### src/rtl/timer_arbiter.sv
// timer_arbiter: round-robin sharing of one interval counter among N_REQ requesters.
// Each winner gets len+1 COUNT cycles, then a one-cycle done pulse.
module timer_arbiter #(
    parameter int N_REQ = 4,
    parameter int CNT_W = 4
) (
    input  logic                   clk_in,
    input  logic                   rst_in,
    input  logic [N_REQ-1:0]       req_in,
    input  logic [N_REQ*CNT_W-1:0] len_in,
    output logic [N_REQ-1:0]       gnt_out,
    output logic [N_REQ-1:0]       done_out,
    output logic                   busy_out,
    output logic [CNT_W-1:0]       data_out,
    output logic                   tc_out
);
    localparam int PW = $clog2(N_REQ);
    typedef enum logic [1:0] {IDLE, COUNT, DONE} state_t;
    state_t           r_state, w_state;
    logic [PW-1:0]    r_ptr, w_ptr, r_win, w_win, w_pick, w_inc;
    logic [CNT_W-1:0] r_len, w_len, w_pick_len, w_data;
    logic [N_REQ-1:0] w_gnt, w_done;
    logic             w_busy, w_tc;
    // Requesters at or above the pointer override those below it; lowest index wins within each group.
    always_comb begin
        w_pick = r_ptr;
        w_pick_len = '0;
        for (int i = N_REQ - 1; i >= 0; i--)
            if (req_in[i] && i < int'(r_ptr)) w_pick = PW'(i);
        for (int i = N_REQ - 1; i >= 0; i--)
            if (req_in[i] && i >= int'(r_ptr)) w_pick = PW'(i);
        for (int i = 0; i < N_REQ; i++)
            if (PW'(i) == w_pick) w_pick_len = len_in[i*CNT_W +: CNT_W];
    end
    assign w_inc = (r_win == PW'(N_REQ - 1)) ? '0 : r_win + 1'b1;
    always_comb begin
        w_state = r_state;
        w_ptr = r_ptr;
        w_win = r_win;
        w_len = r_len;
        w_gnt = '0;
        w_done = '0;
        w_busy = 1'b0;
        w_data = '0;
        w_tc = 1'b0;
        case (r_state)
            IDLE: if (|req_in) begin
                w_state = COUNT;
                w_win = w_pick;
                w_len = w_pick_len;
                w_gnt = N_REQ'(1) << w_pick;
                w_busy = 1'b1;
                w_tc = (w_pick_len == '0);
            end
            COUNT: if (!req_in[r_win]) begin
                w_state = IDLE;
                w_ptr = w_inc;
            end else if (tc_out) begin
                w_state = DONE;
                w_ptr = w_inc;
                w_done = N_REQ'(1) << r_win;
                w_busy = 1'b1;
            end else begin
                w_gnt = gnt_out;
                w_busy = 1'b1;
                w_data = data_out + 1'b1;
                w_tc = ((data_out + 1'b1) == r_len);
            end
            default: w_state = IDLE;
        endcase
    end
    always_ff @(posedge clk_in) begin
        if (rst_in) begin
            r_state <= IDLE;
            r_ptr <= '0;
            r_win <= '0;
            r_len <= '0;
            gnt_out <= '0;
            done_out <= '0;
            busy_out <= 1'b0;
            data_out <= '0;
            tc_out <= 1'b0;
        end else begin
            r_state <= w_state;
            r_ptr <= w_ptr;
            r_win <= w_win;
            r_len <= w_len;
            gnt_out <= w_gnt;
            done_out <= w_done;
            busy_out <= w_busy;
            data_out <= w_data;
            tc_out <= w_tc;
        end
    end
endmodule

### config.mk
export PLATFORM = sky130hd
export DESIGN_NAME = timer_arbiter
export DESIGN_NICKNAME = d
export VERILOG_FILES = /design/src/rtl/timer_arbiter.sv
export SDC_FILE = /design/constraint.sdc
export NUM_CORES = 1
export LEC_CHECK = 0
export CAP_MARGIN = 20
export CORE_ASPECT_RATIO = 0.7
export CORE_MARGIN = 5
export CORE_UTILIZATION = 42
export DETAILED_ROUTE_END_ITERATION = 10
export MAX_ROUTING_LAYER = met4
export PLACE_DENSITY = 0.75
export SETUP_SLACK_MARGIN = 0.1
export SLEW_MARGIN = 10
export SYNTH_ARGS = -nofsm -noshare
export SYNTH_HDL_FRONTEND = slang
export SYNTH_SLANG_ARGS = --single-unit
### constraint.sdc
create_clock -name clk_in -period 1.7 [get_ports clk_in]
set_input_delay 0.34 -clock clk_in [delete_from_list [all_inputs] [get_ports clk_in]]
set_output_delay 0.34 -clock clk_in [all_outputs]
set_load 0.03 [all_outputs]
==> results of run 1 <==
==> logic make-up (layout without fill, tap and decap cells) <==
kind of cell             after synthesis  in the layout
AND/OR/NAND/NOR                       63             63
AO/OA/AOI/OAI                         30             30
flip-flops                            24             24
buffers and inverters                  9             80
multiplexers                           7              7
XOR/XNOR                               6              6
adder cells (fa/ha/maj)                3              3
==> stage by stage <==
step                worst slack [ns]  hold slack [ns]
global placement              -0.607            0.441
finish                       -0.0724            0.464
global route                  -0.138            0.481
CTS                          -0.0642            0.465
floorplan                   -0.00482            0.431
detailed placement            -0.654            0.452
==> path summary, 6_finish.rpt <==
check              from    endpoint  slack (ns)  cells past startpoint
max            r_ptr[0]      tc_out       -0.07                      9
min          gnt_out[0]  gnt_out[0]        0.46                      2
max reg2reg    r_ptr[0]      tc_out       -0.07                      9
min reg2reg  gnt_out[0]  gnt_out[0]        0.46                      2
==> synthesized netlist by cell type (2+ instances only) <==
library cell   n
mux2i_1        6
o21ai_0        6
nor2_1        18
inv_1          4
nor3b_2        2
xnor2_1        2
xor2_1         4
nor3_1         2
a31oi_1        2
nand2_1       14
or3_1          2
buf_6          2
dfxtp_1       24
buf_4          2
a21oi_1        2
nand2b_1       3
ha_1           2
a211oi_1       4
and2_1         3
nand3_1        3
o21ai_1        3
nor2b_1        5
==> state kept, by name, indices dropped and copies added, names as in the netlist <==
name	count
r_len	4
tc_out	1
busy_out	1
r_ptr	2
gnt_out	4
done_out	4
r_state	2
data_out	4
r_win	2
==> power by group through the flow <==
| stage | logic [mW] | clock network, mW | registers (mW) |
|---|---|---|---|
| final | 0.632 | 0.401 | 0.648 |
| after global routing | 0.677 | 0.432 | 0.654 |
| after CTS | 0.571 | 0.404 | 0.645 |
| after detailed placement | 0.491 | 0 | 0.657 |
| after global placement | 0.476 | 0 | 0.655 |
| after floorplan | 0.252 | 0 | 0.687 |
==> routing by layer <==
layer  track usage (%)  up-vias  share of wire [%]
li1                  -      644                  -
met1              25.9      644                 43
met2              31.8       47                 49
met3              4.15       10                6.0
met4              5.99        0                1.7
met5                 -        -                  0
==> worst register-to-register path, delay by kind of cell (launching register included) <==
family	cells	cell delay [ns]
AND/OR/NAND/NOR	3	0.23
flip-flops	1	0.37
buffers and inverters	2	0.29
AO/OA/AOI/OAI	4	0.84
==> area by class of cell <==
| cell class | instances | area [sq um] | share of cell area, % |
|---|---|---|---|
| multi-input cells | 109 | 845 | 40.3 |
| repair buffers | 72 | 649 | 30.9 |
| flip-flops and latches | 24 | 489 | 23.3 |
| clock buffers | 4 | 55.1 | 2.62 |
| well taps | 36 | 45.0 | 2.15 |
| inverters | 4 | 15.0 | 0.716 |
==> repair_timing <==
item	in CTS	in global routing
buffers inserted	12	3
setup endpoints to repair	37	18
pin swaps	18	19
gates resized for setup	46	18
==> summary.txt, run 1 <==
Top FF cell, synth: dfxtp_1
Max Fclk: 564 MHz
Placed cell count: 230
Residual DRC count: 0
Effective utilization at floorplan: 44.7%
Non-Filler Instances: 249
Fin crit share: 104%
Antenna viol nets, final: 0
Power per cell area: 801 nW/um^2
Crit-path cells: buf_4, nand2_2, o211ai_1, a21oi_4, buf_6, nand2b_1, o211a_1, nand3_1, o21ai_1
Slew @ Worst Pin: 0.371 ns
Syn_nets: 166
PnR worst setup slack: -0.0724 ns
Leakage: 0.974 nW
Min Tclk post-route: 1.77 ns
First-pass GRT wire length: 6410 um
WL final: 4110 um
Simple-gate area share of the yosys netlist: 27.0%
Total power: 1.68 mW
Setup TNS Final: -0.224 ns
Vias in the first global route: 1310
Peak supply drop: 0.507 mV
Synth area leader: dfxtp_1
Top Ports: 36
Nets: 238
P_sw: 526 uW
Largest net degree at the start of global routing: 14
Iter 0 DRT Violations: 89
FILL cells: 223
Placed Area: 1810 sq um
Cells after synthesis: 142
Post-synth EDFFs: 0
Final setup fails: 4
Gp weighted congestion: 0.819
RSZ-0062 raised after global routing: true
Synth warnings: 0
Mapped Area: 1270 sq um
Clk slew on worst S/H paths: 0.09 ns
Multiplexer share of the synthesized area: 6.79%
CTS H-tree depth: 1
Adder-cell share of the synthesized area: 2.76%
Netlist cell types: 49
CP max FO: 7
Area delta synth->final: 65.1%
Switching portion of total power: 31.3%
Antenna cells: 0
GRT Overall Usage: 20.3%
Top area cells in the synthesized netlist: dfxtp_1, nor2_1, mux2i_1, nand2_1, xor2_1
Synth Area in Compound Gates: 17.1%
Clock Power Share: 23.9%
Vias post-DR: 1345
Core area: 2840 sq um
Die area: 4240 sq um
Antenna violations before repair: 0
Internal: 1.15 mW
Area share of xor/xnor cells in the synthesized design: 4.13%
# port buffers: 35
Vias per inst: 5.40
Fin Clk Skew: 0.0102 ns
Drt first pass iters: 4
Arrival time at the worst endpoint: 1.99 ns
Outcome: finished, violations left
CTS Buf Count: 3
Design area: 2100 sq um
Fin. Hold Viols: 0
Commonest non-fill, non-tap cell in the layout: buf_4
CP max stage cell: dfxtp_4
Worst path max stage delay: 0.37 ns
Sink Count: 24
CTS tree: yes
FF+latch count, synth: 24
Average size of a mapped cell: 8.95 sq um
CTS Hold Bufs: 0
Relative slew margins: 75.1%
Combinational share of power: 37.6%
Per-cell routed wire length: 16.5 um
Die Wd: 75.8 um
CTS root buf: clkbuf_8
Largest delay share family, worst path: compound AO/OA/AOI/OAI gates
Buf+Inv Stages, Crit Path: 2
Slew Viols, Final: 0
Height of the chip: 56.0 um
Startpoint types: flop
Largest family of logic cells by synthesized area: simple AND/OR/NAND/NOR gates
Clock Tree Buf Depth: 2
Overflow after GRT: 0
Synth top area share: 37.8%
Fin util: 73.8%
Sequential share of power: 38.5%
Crit. End Element: flop
Max Cap Viol: 0
Failing checks: negative setup slack
Crit path required time: 1.92 ns
FP Rows: 16
Clock latency on the worst-skew pair: 0.28 ns
Ys async rst share: 0%
Sequential fraction of the synthesis area: 37.8%
Layout cell share with drive strength beyond 1: 36.2%
Hold Path Class: flop to flop
Most frequent cells in the layout: buf_4, dfxtp_1, nor2_1, clkdlybuf4s50_1, dlygate4sd2_1
CP Class: flop to flop
Post-DP HPWL: 2760 um
Power figures use the tool's default switching activity.
==> run 2: changes to the inputs <==
- REMOVE_ABC_BUFFERS: not set -> 1
==> run 2 against run 1 <==
The run still ends with negative setup slack left. Clock power down 4%. Cell area down 1.3%. First-iteration DRC count down 66%. Clock skew fell by 0.0037 ns. Flip-flop and latch count is the same. Largest cell class unchanged.
==> summary.txt, run 2 (synthesis results as in run 1) <==
CTS Hold Bufs: 0 (unchanged)
CTS root buf: clkbuf_8 (unchanged)
Commonest non-fill, non-tap cell in the layout: buf_4 (unchanged)
Relative slew margins: 78.5% (was 75.1%)
# port buffers: 35 (unchanged)
Antenna viol nets, final: 0 (unchanged)
Antenna cells: 0 (unchanged)
Vias post-DR: 1315 (was 1345)
CTS H-tree depth: 1 (unchanged)
Most frequent cells in the layout: buf_4, dfxtp_1, clkdlybuf4s50_1, nor2_1, dlygate4sd2_1 (was buf_4, dfxtp_1, nor2_1, clkdlybuf4s50_1, dlygate4sd2_1)
Fin crit share: 104% (about the same)
Hold Path Class: flop to flop (unchanged)
CTS Buf Count: 3 (unchanged)
Residual DRC count: 0 (unchanged)
CP max stage cell: mux4_2 (was dfxtp_4)
Max Cap Viol: 0 (unchanged)
Nets: 234 (was 238)
FILL cells: 212 (was 223)
Worst flop-to-flop path startpoint: r_win[0] (was r_ptr[0])
Worst path max stage delay: 0.51 ns (was 0.37 ns)
Largest delay share family, worst path: multiplexers (was compound AO/OA/AOI/OAI gates)
Core area: 2840 sq um (unchanged)
Height of the chip: 56.0 um (unchanged)
CTS tree: yes (unchanged)
Leakage: 0.973 nW (was 0.974 nW)
FP Rows: 16 (unchanged)
Effective utilization at floorplan: 44.7% (unchanged)
Iter 0 DRT Violations: 30 (was 89)
Pre-CTS setup slack: -0.637 ns (was -0.654 ns)
Final setup fails: 2 (was 4)
Layout cell share with drive strength beyond 1: 37.8% (was 36.2%)
Fin Clk Skew: 0.00650 ns (was 0.0102 ns)
Clk slew on worst S/H paths: 0.08 ns (was 0.09 ns)
Largest net degree at the start of global routing: 14 (unchanged)
Combinational share of power: 35.8% (was 37.6%)
Top Ports: 36 (unchanged)
Power per cell area: 780 nW/um^2 (was 801 nW/um^2)
Antenna violations before repair: 0 (unchanged)
WL final: 3780 um (was 4110 um)
Fin util: 72.9% (was 73.8%)
P_sw: 496 uW (was 526 uW)
Sink Count: 24 (unchanged)
Clock Tree Buf Depth: 2 (unchanged)
Overflow after GRT: 0 (unchanged)
R2R Path End: r_ptr[0] (was tc_out)
PnR worst setup slack: -0.0721 ns (was -0.0724 ns)
Placed Area: 1790 sq um (was 1810 sq um)
Gp weighted congestion: 0.920 (was 0.819)
Min Tclk post-route: 1.77 ns (about the same)
RSZ-0062 raised after global routing: true (unchanged)
Setup TNS Final: -0.130 ns (was -0.224 ns)
CP Class: primary input to flop (was flop to flop)
Die Wd: 75.8 um (unchanged)
GRT Overall Usage: 18.4% (was 20.3%)
Setup crit end: r_ptr[0] (was tc_out)
Crit path launch: req_in[2] (was r_ptr[0])
Slew @ Worst Pin: 0.322 ns (was 0.371 ns)
Failing checks: negative setup slack (unchanged)
Buf+Inv Stages, Crit Path: 1 (was 2)
Total stage count of the critical path: 6 (was 9)
First-pass GRT wire length: 5950 um (was 6410 um)
Arrival time at the worst endpoint: 1.93 ns (was 1.99 ns)
Crit-path cells: dlygate4sd2_1, mux4_2, nor2b_4, nor3b_4, mux2i_1, nor2_1 (was buf_4, nand2_2, o211ai_1, a21oi_4, buf_6, nand2b_1, o211a_1, nand3_1, o21ai_1)
Crit. End Element: flop (unchanged)
Clock latency on the worst-skew pair: 0.27 ns (was 0.28 ns)
Slew Viols, Final: 0 (unchanged)
CP max FO: 5 (was 7)
Switching portion of total power: 30.7% (was 31.3%)
Peak supply drop: 0.584 mV (was 0.507 mV)
Sequential share of power: 40.4% (was 38.5%)
Clock Power Share: 23.8% (was 23.9%)
Area occupied by multi-input gates: 870 sq um (was 845 sq um)
Post-DP HPWL: 2690 um (was 2760 um)
Fin. Hold Viols: 0 (unchanged)
Total power: 1.62 mW (was 1.68 mW)
Vias per inst: 5.37 (was 5.40)
Startpoint types: primary input (was flop)
Register area: 489 sq um (unchanged)
Outcome: finished, violations left (unchanged)
Crit path required time: 1.85 ns (was 1.92 ns)
Internal: 1.12 mW (was 1.15 mW)
Design area: 2070 sq um (was 2100 sq um)
Per-cell routed wire length: 15.4 um (was 16.5 um)
R2R depth: 5 (was 9)
Vias in the first global route: 1338 (was 1310)
Area delta synth->final: 63.0% (was 65.1%)
Max Fclk: 564 MHz (about the same)
Worst reg-to-reg setup slack: -0.07 ns (about the same)
Drt first pass iters: 4 (unchanged)
Die area: 4240 sq um (unchanged)
[run 2: cell count changes in the layout (fill, tap and decap cells not counted), moves of 2 or more]
| cell | before | now |
|---|---|---|
| and2_4 | 1 | 3 |
| o21ai_2 | 3 | 5 |
| nor2_2 | 1 | 3 |
| and2_1 | 2 | 0 |
| buf_6 | 9 | 6 |
| nor2_1 | 17 | 15 |
[run 2: layer usage]
metal  vias to the layer above  wire length [um]  global-route usage, %
met5                         -                 0                      -
met4                         0                54                   4.49
met3                         9               178                   4.15
met2                        29              1950                   29.9
met1                       643              1600                   23.0
li1                        634                 -                      -
[run 2: worst register-to-register path, stage by stage, from the launching register on]
cell and delay [ns]:
dfxtp_2 0.35, mux4_2 0.53, nor2b_4 0.15, nor3b_4 0.25
mux2i_1 0.30, nor2_1 0.08
[run 2: worst min path at each step]
stage                           from          to  slack, ns  cells past startpoint
after floorplan               rst_in    r_len[3]       0.41                      1
after global placement    gnt_out[3]  gnt_out[3]       0.43                      2
after detailed placement  gnt_out[2]  gnt_out[2]       0.46                      2
after CTS                 gnt_out[2]  gnt_out[2]       0.47                      2
after global routing      gnt_out[3]  gnt_out[3]       0.51                      2
final                     gnt_out[2]  gnt_out[2]       0.46                      2
[run 2: area by class of cell]
class | instances | area share, %
Sequential cell | 24 | 23.6
Multi-Input combinational cell | 109 | 42.0
Inverter | 4 | 0.725
Timing Repair Buffer | 68 | 28.9
Clock buffer | 4 | 2.66
Tap cell | 36 | 2.17
[run 2: stage by stage]
step / hold slack, ns / cells
6_report: 0.464 / 245
3_5_place_dp: 0.458 / 230
4_1_cts: 0.469 / 244
2_1_floorplan: 0.412 / 137
3_3_place_gp: 0.432 / 230
5_1_grt: 0.508 / 245
[run 2: repair_timing]
| action | 4_1_cts | 5_1_grt |
|---|---|---|
| resized for setup | 49 | 27 |
| pin swaps | 15 | 20 |
| endpoints found under the setup margin | 36 | 23 |
| setup buffers | 10 | 3 |
[run 2: power groups by stage]
stage          clock (mW)  combinational, mW  sequential, mW
6_report            0.385              0.578           0.652
3_5_place_dp            0              0.462           0.660
5_1_grt             0.416              0.621           0.658
2_1_floorplan           0              0.218           0.686
3_3_place_gp            0              0.451           0.656
4_1_cts             0.397              0.538           0.649
==> run 3: changes to the inputs <==
- MAX_ROUTING_LAYER: met4 -> not set
==> run 3 against run 2 <==
The flow still finishes with violations (negative setup slack). Routed wire length shrank 0.79%. Largest power group unchanged. Worst setup slack better by 0.0046 ns. Final cell count increased by 0.82%. Worst hold slack improved by 0.0022 ns. Via count fell by 2.4%. Combinational power up 3.8%. Sequential power is essentially flat. Flip-flop and latch count stayed put. Non-clock buffer count rose by 2. First-iteration DRC count increased by 87%. Clock power is 28% higher.
==> summary.txt, run 3 (synthesis results as in run 1) <==
Startpoint types: primary input (unchanged)
Min Tclk post-route: 1.77 ns (about the same)
Vias post-DR: 1284 (was 1315)
Met2 WL post-DR: 1880 um (was 1950 um)
PnR worst setup slack: -0.0675 ns (was -0.0721 ns)
Gp weighted congestion: 0.915 (was 0.920)
Failing checks: negative setup slack (unchanged)
Peak supply drop: 0.488 mV (was 0.584 mV)
Post-DP HPWL: 2650 um (was 2690 um)
RSZ-0062 raised after global routing: true (unchanged)
Relative slew margins: 77.2% (was 78.5%)
Fin crit share: 104% (about the same)
Effective utilization at floorplan: 44.7% (unchanged)
Leakage: 1.02 nW (was 0.973 nW)
Drt first pass iters: 4 (unchanged)
CTS root buf: clkbuf_8 (unchanged)
Antenna viol nets, final: 0 (unchanged)
Core area: 2840 sq um (unchanged)
FILL cells: 200 (was 212)
Largest net degree at the start of global routing: 15 (was 14)
Iter 0 DRT Violations: 56 (was 30)
First-pass GRT wire length: 5620 um (was 5950 um)
Fin. Hold Viols: 0 (unchanged)
Top Ports: 36 (unchanged)
Per-cell routed wire length: 15.2 um (was 15.4 um)
WL final: 3750 um (was 3780 um)
Arrival time at the worst endpoint: 1.97 ns (was 1.93 ns)
Layout cell share with drive strength beyond 1: 39.3% (was 37.8%)
CTS tree: yes (unchanged)
Die Wd: 75.8 um (unchanged)
Clock Tree Buf Depth: 2 (unchanged)
Clock latency on the worst-skew pair: 0.27 ns (about the same)
Max Fclk: 566 MHz (was 564 MHz)
Hold Path Class: flop to flop (unchanged)
Vias in the first global route: 1274 (was 1338)
Commonest non-fill, non-tap cell in the layout: buf_4 (unchanged)
Power per cell area: 818 nW/um^2 (was 780 nW/um^2)
Fin Clk Skew: 0.00903 ns (was 0.00650 ns)
Overflow after GRT: 0 (unchanged)
Slew @ Worst Pin: 0.341 ns (was 0.322 ns)
Residual DRC count: 0 (unchanged)
Setup TNS Final: -0.120 ns (was -0.130 ns)
Most frequent cells in the layout: buf_4, dfxtp_1, clkdlybuf4s50_1, nor2_1, dlygate4sd2_1 (unchanged)
DRT met1 WL: 1670 um (was 1600 um)
CTS Hold Bufs: 0 (unchanged)
CP max FO: 6 (was 5)
Vias per inst: 5.20 (was 5.37)
Top Layer Used: met3 (was met4)
R2R depth: 8 (was 5)
Die area: 4240 sq um (unchanged)
Sink Count: 24 (unchanged)
GRT Overall Usage: 16.5% (was 18.4%)
Outcome: finished, violations left (unchanged)
Antenna violations before repair: 0 (unchanged)
# port buffers: 35 (unchanged)
Crit. End Element: flop (unchanged)
Antenna cells: 0 (unchanged)
CTS H-tree depth: 1 (unchanged)
Hold path cells: 2 (unchanged)
Total power: 1.75 mW (was 1.62 mW)
Max Cap Viol: 0 (unchanged)
Final setup fails: 2 (unchanged)
Nets: 236 (was 234)
Height of the chip: 56.0 um (unchanged)
CTS Buf Count: 3 (unchanged)
Slew Viols, Final: 0 (unchanged)
CP Class: primary input to flop (unchanged)
Clk slew on worst S/H paths: 0.09 ns (was 0.08 ns)
WL met3: 205 um (was 178 um)
FP Rows: 16 (unchanged)
Area delta synth->final: 68.1% (was 63.0%)
Fin util: 75.2% (was 72.9%)
Crit path required time: 1.91 ns (was 1.85 ns)
## run 3: repair_timing
action | 4_1_cts | 5_1_grt
resized for setup | 49 | 31
pin swaps | 14 | 24
setup endpoints to repair | 34 | 24
hold endpoints to repair | 0 | 0
buffers inserted | 8 | 2
## run 3: final cells by class
cell class / instances / area, sq um / area share [%]
inverters: 4 / 15.0 / 0.703
well taps: 36 / 45.0 / 2.11
multi-input cells: 109 / 882 / 41.3
flip-flops and latches: 24 / 489 / 22.9
clock buffers: 3 / 41.3 / 1.93
repair buffers: 70 / 634 / 29.7
clock inverters: 1 / 30.0 / 1.41
## run 3: critical path, cell delays in order
cell and delay [ns]:
clkdlybuf4s15_2 0.23, and2b_1 0.22, o21bai_1 0.19, and3_4 0.28, mux2i_2 0.24, nand2_2 0.07
a311o_1 0.26, o21ai_1 0.13
## run 3: metal layers
metal,vias up,GRT usage [%]
met1,617,21.6
met5,-,0
met2,27,27.6
met3,0,5.23
li1,640,-
met4,0,0.748
## run 3: power by group
part           leakage [nW]  internal (mW)  switching, mW
clock                0.0357          0.315          0.178
combinational         0.788          0.321          0.279
sequential            0.198          0.609         0.0446
## run 3: final timing paths
check	from	end	slack [ns]
setup / recovery	req_in[3]	tc_out	-0.07
hold / removal	gnt_out[3]	gnt_out[3]	0.47
setup reg to reg	r_ptr[1]	r_len[3]	-0.03
hold reg to reg	gnt_out[3]	gnt_out[3]	0.47
## run 3: metrics by stage
stage               instances  instance area, sq um  hold WS, ns  worst slack (ns)
finish                    247                  2140        0.466           -0.0675
global route              247                  2140        0.501            -0.152
CTS                       245                  2020        0.472           -0.0484
detailed placement        233                  1810        0.459            -0.654
global placement          233                  1810        0.431            -0.533
floorplan                 137                  1230        0.412           -0.0283
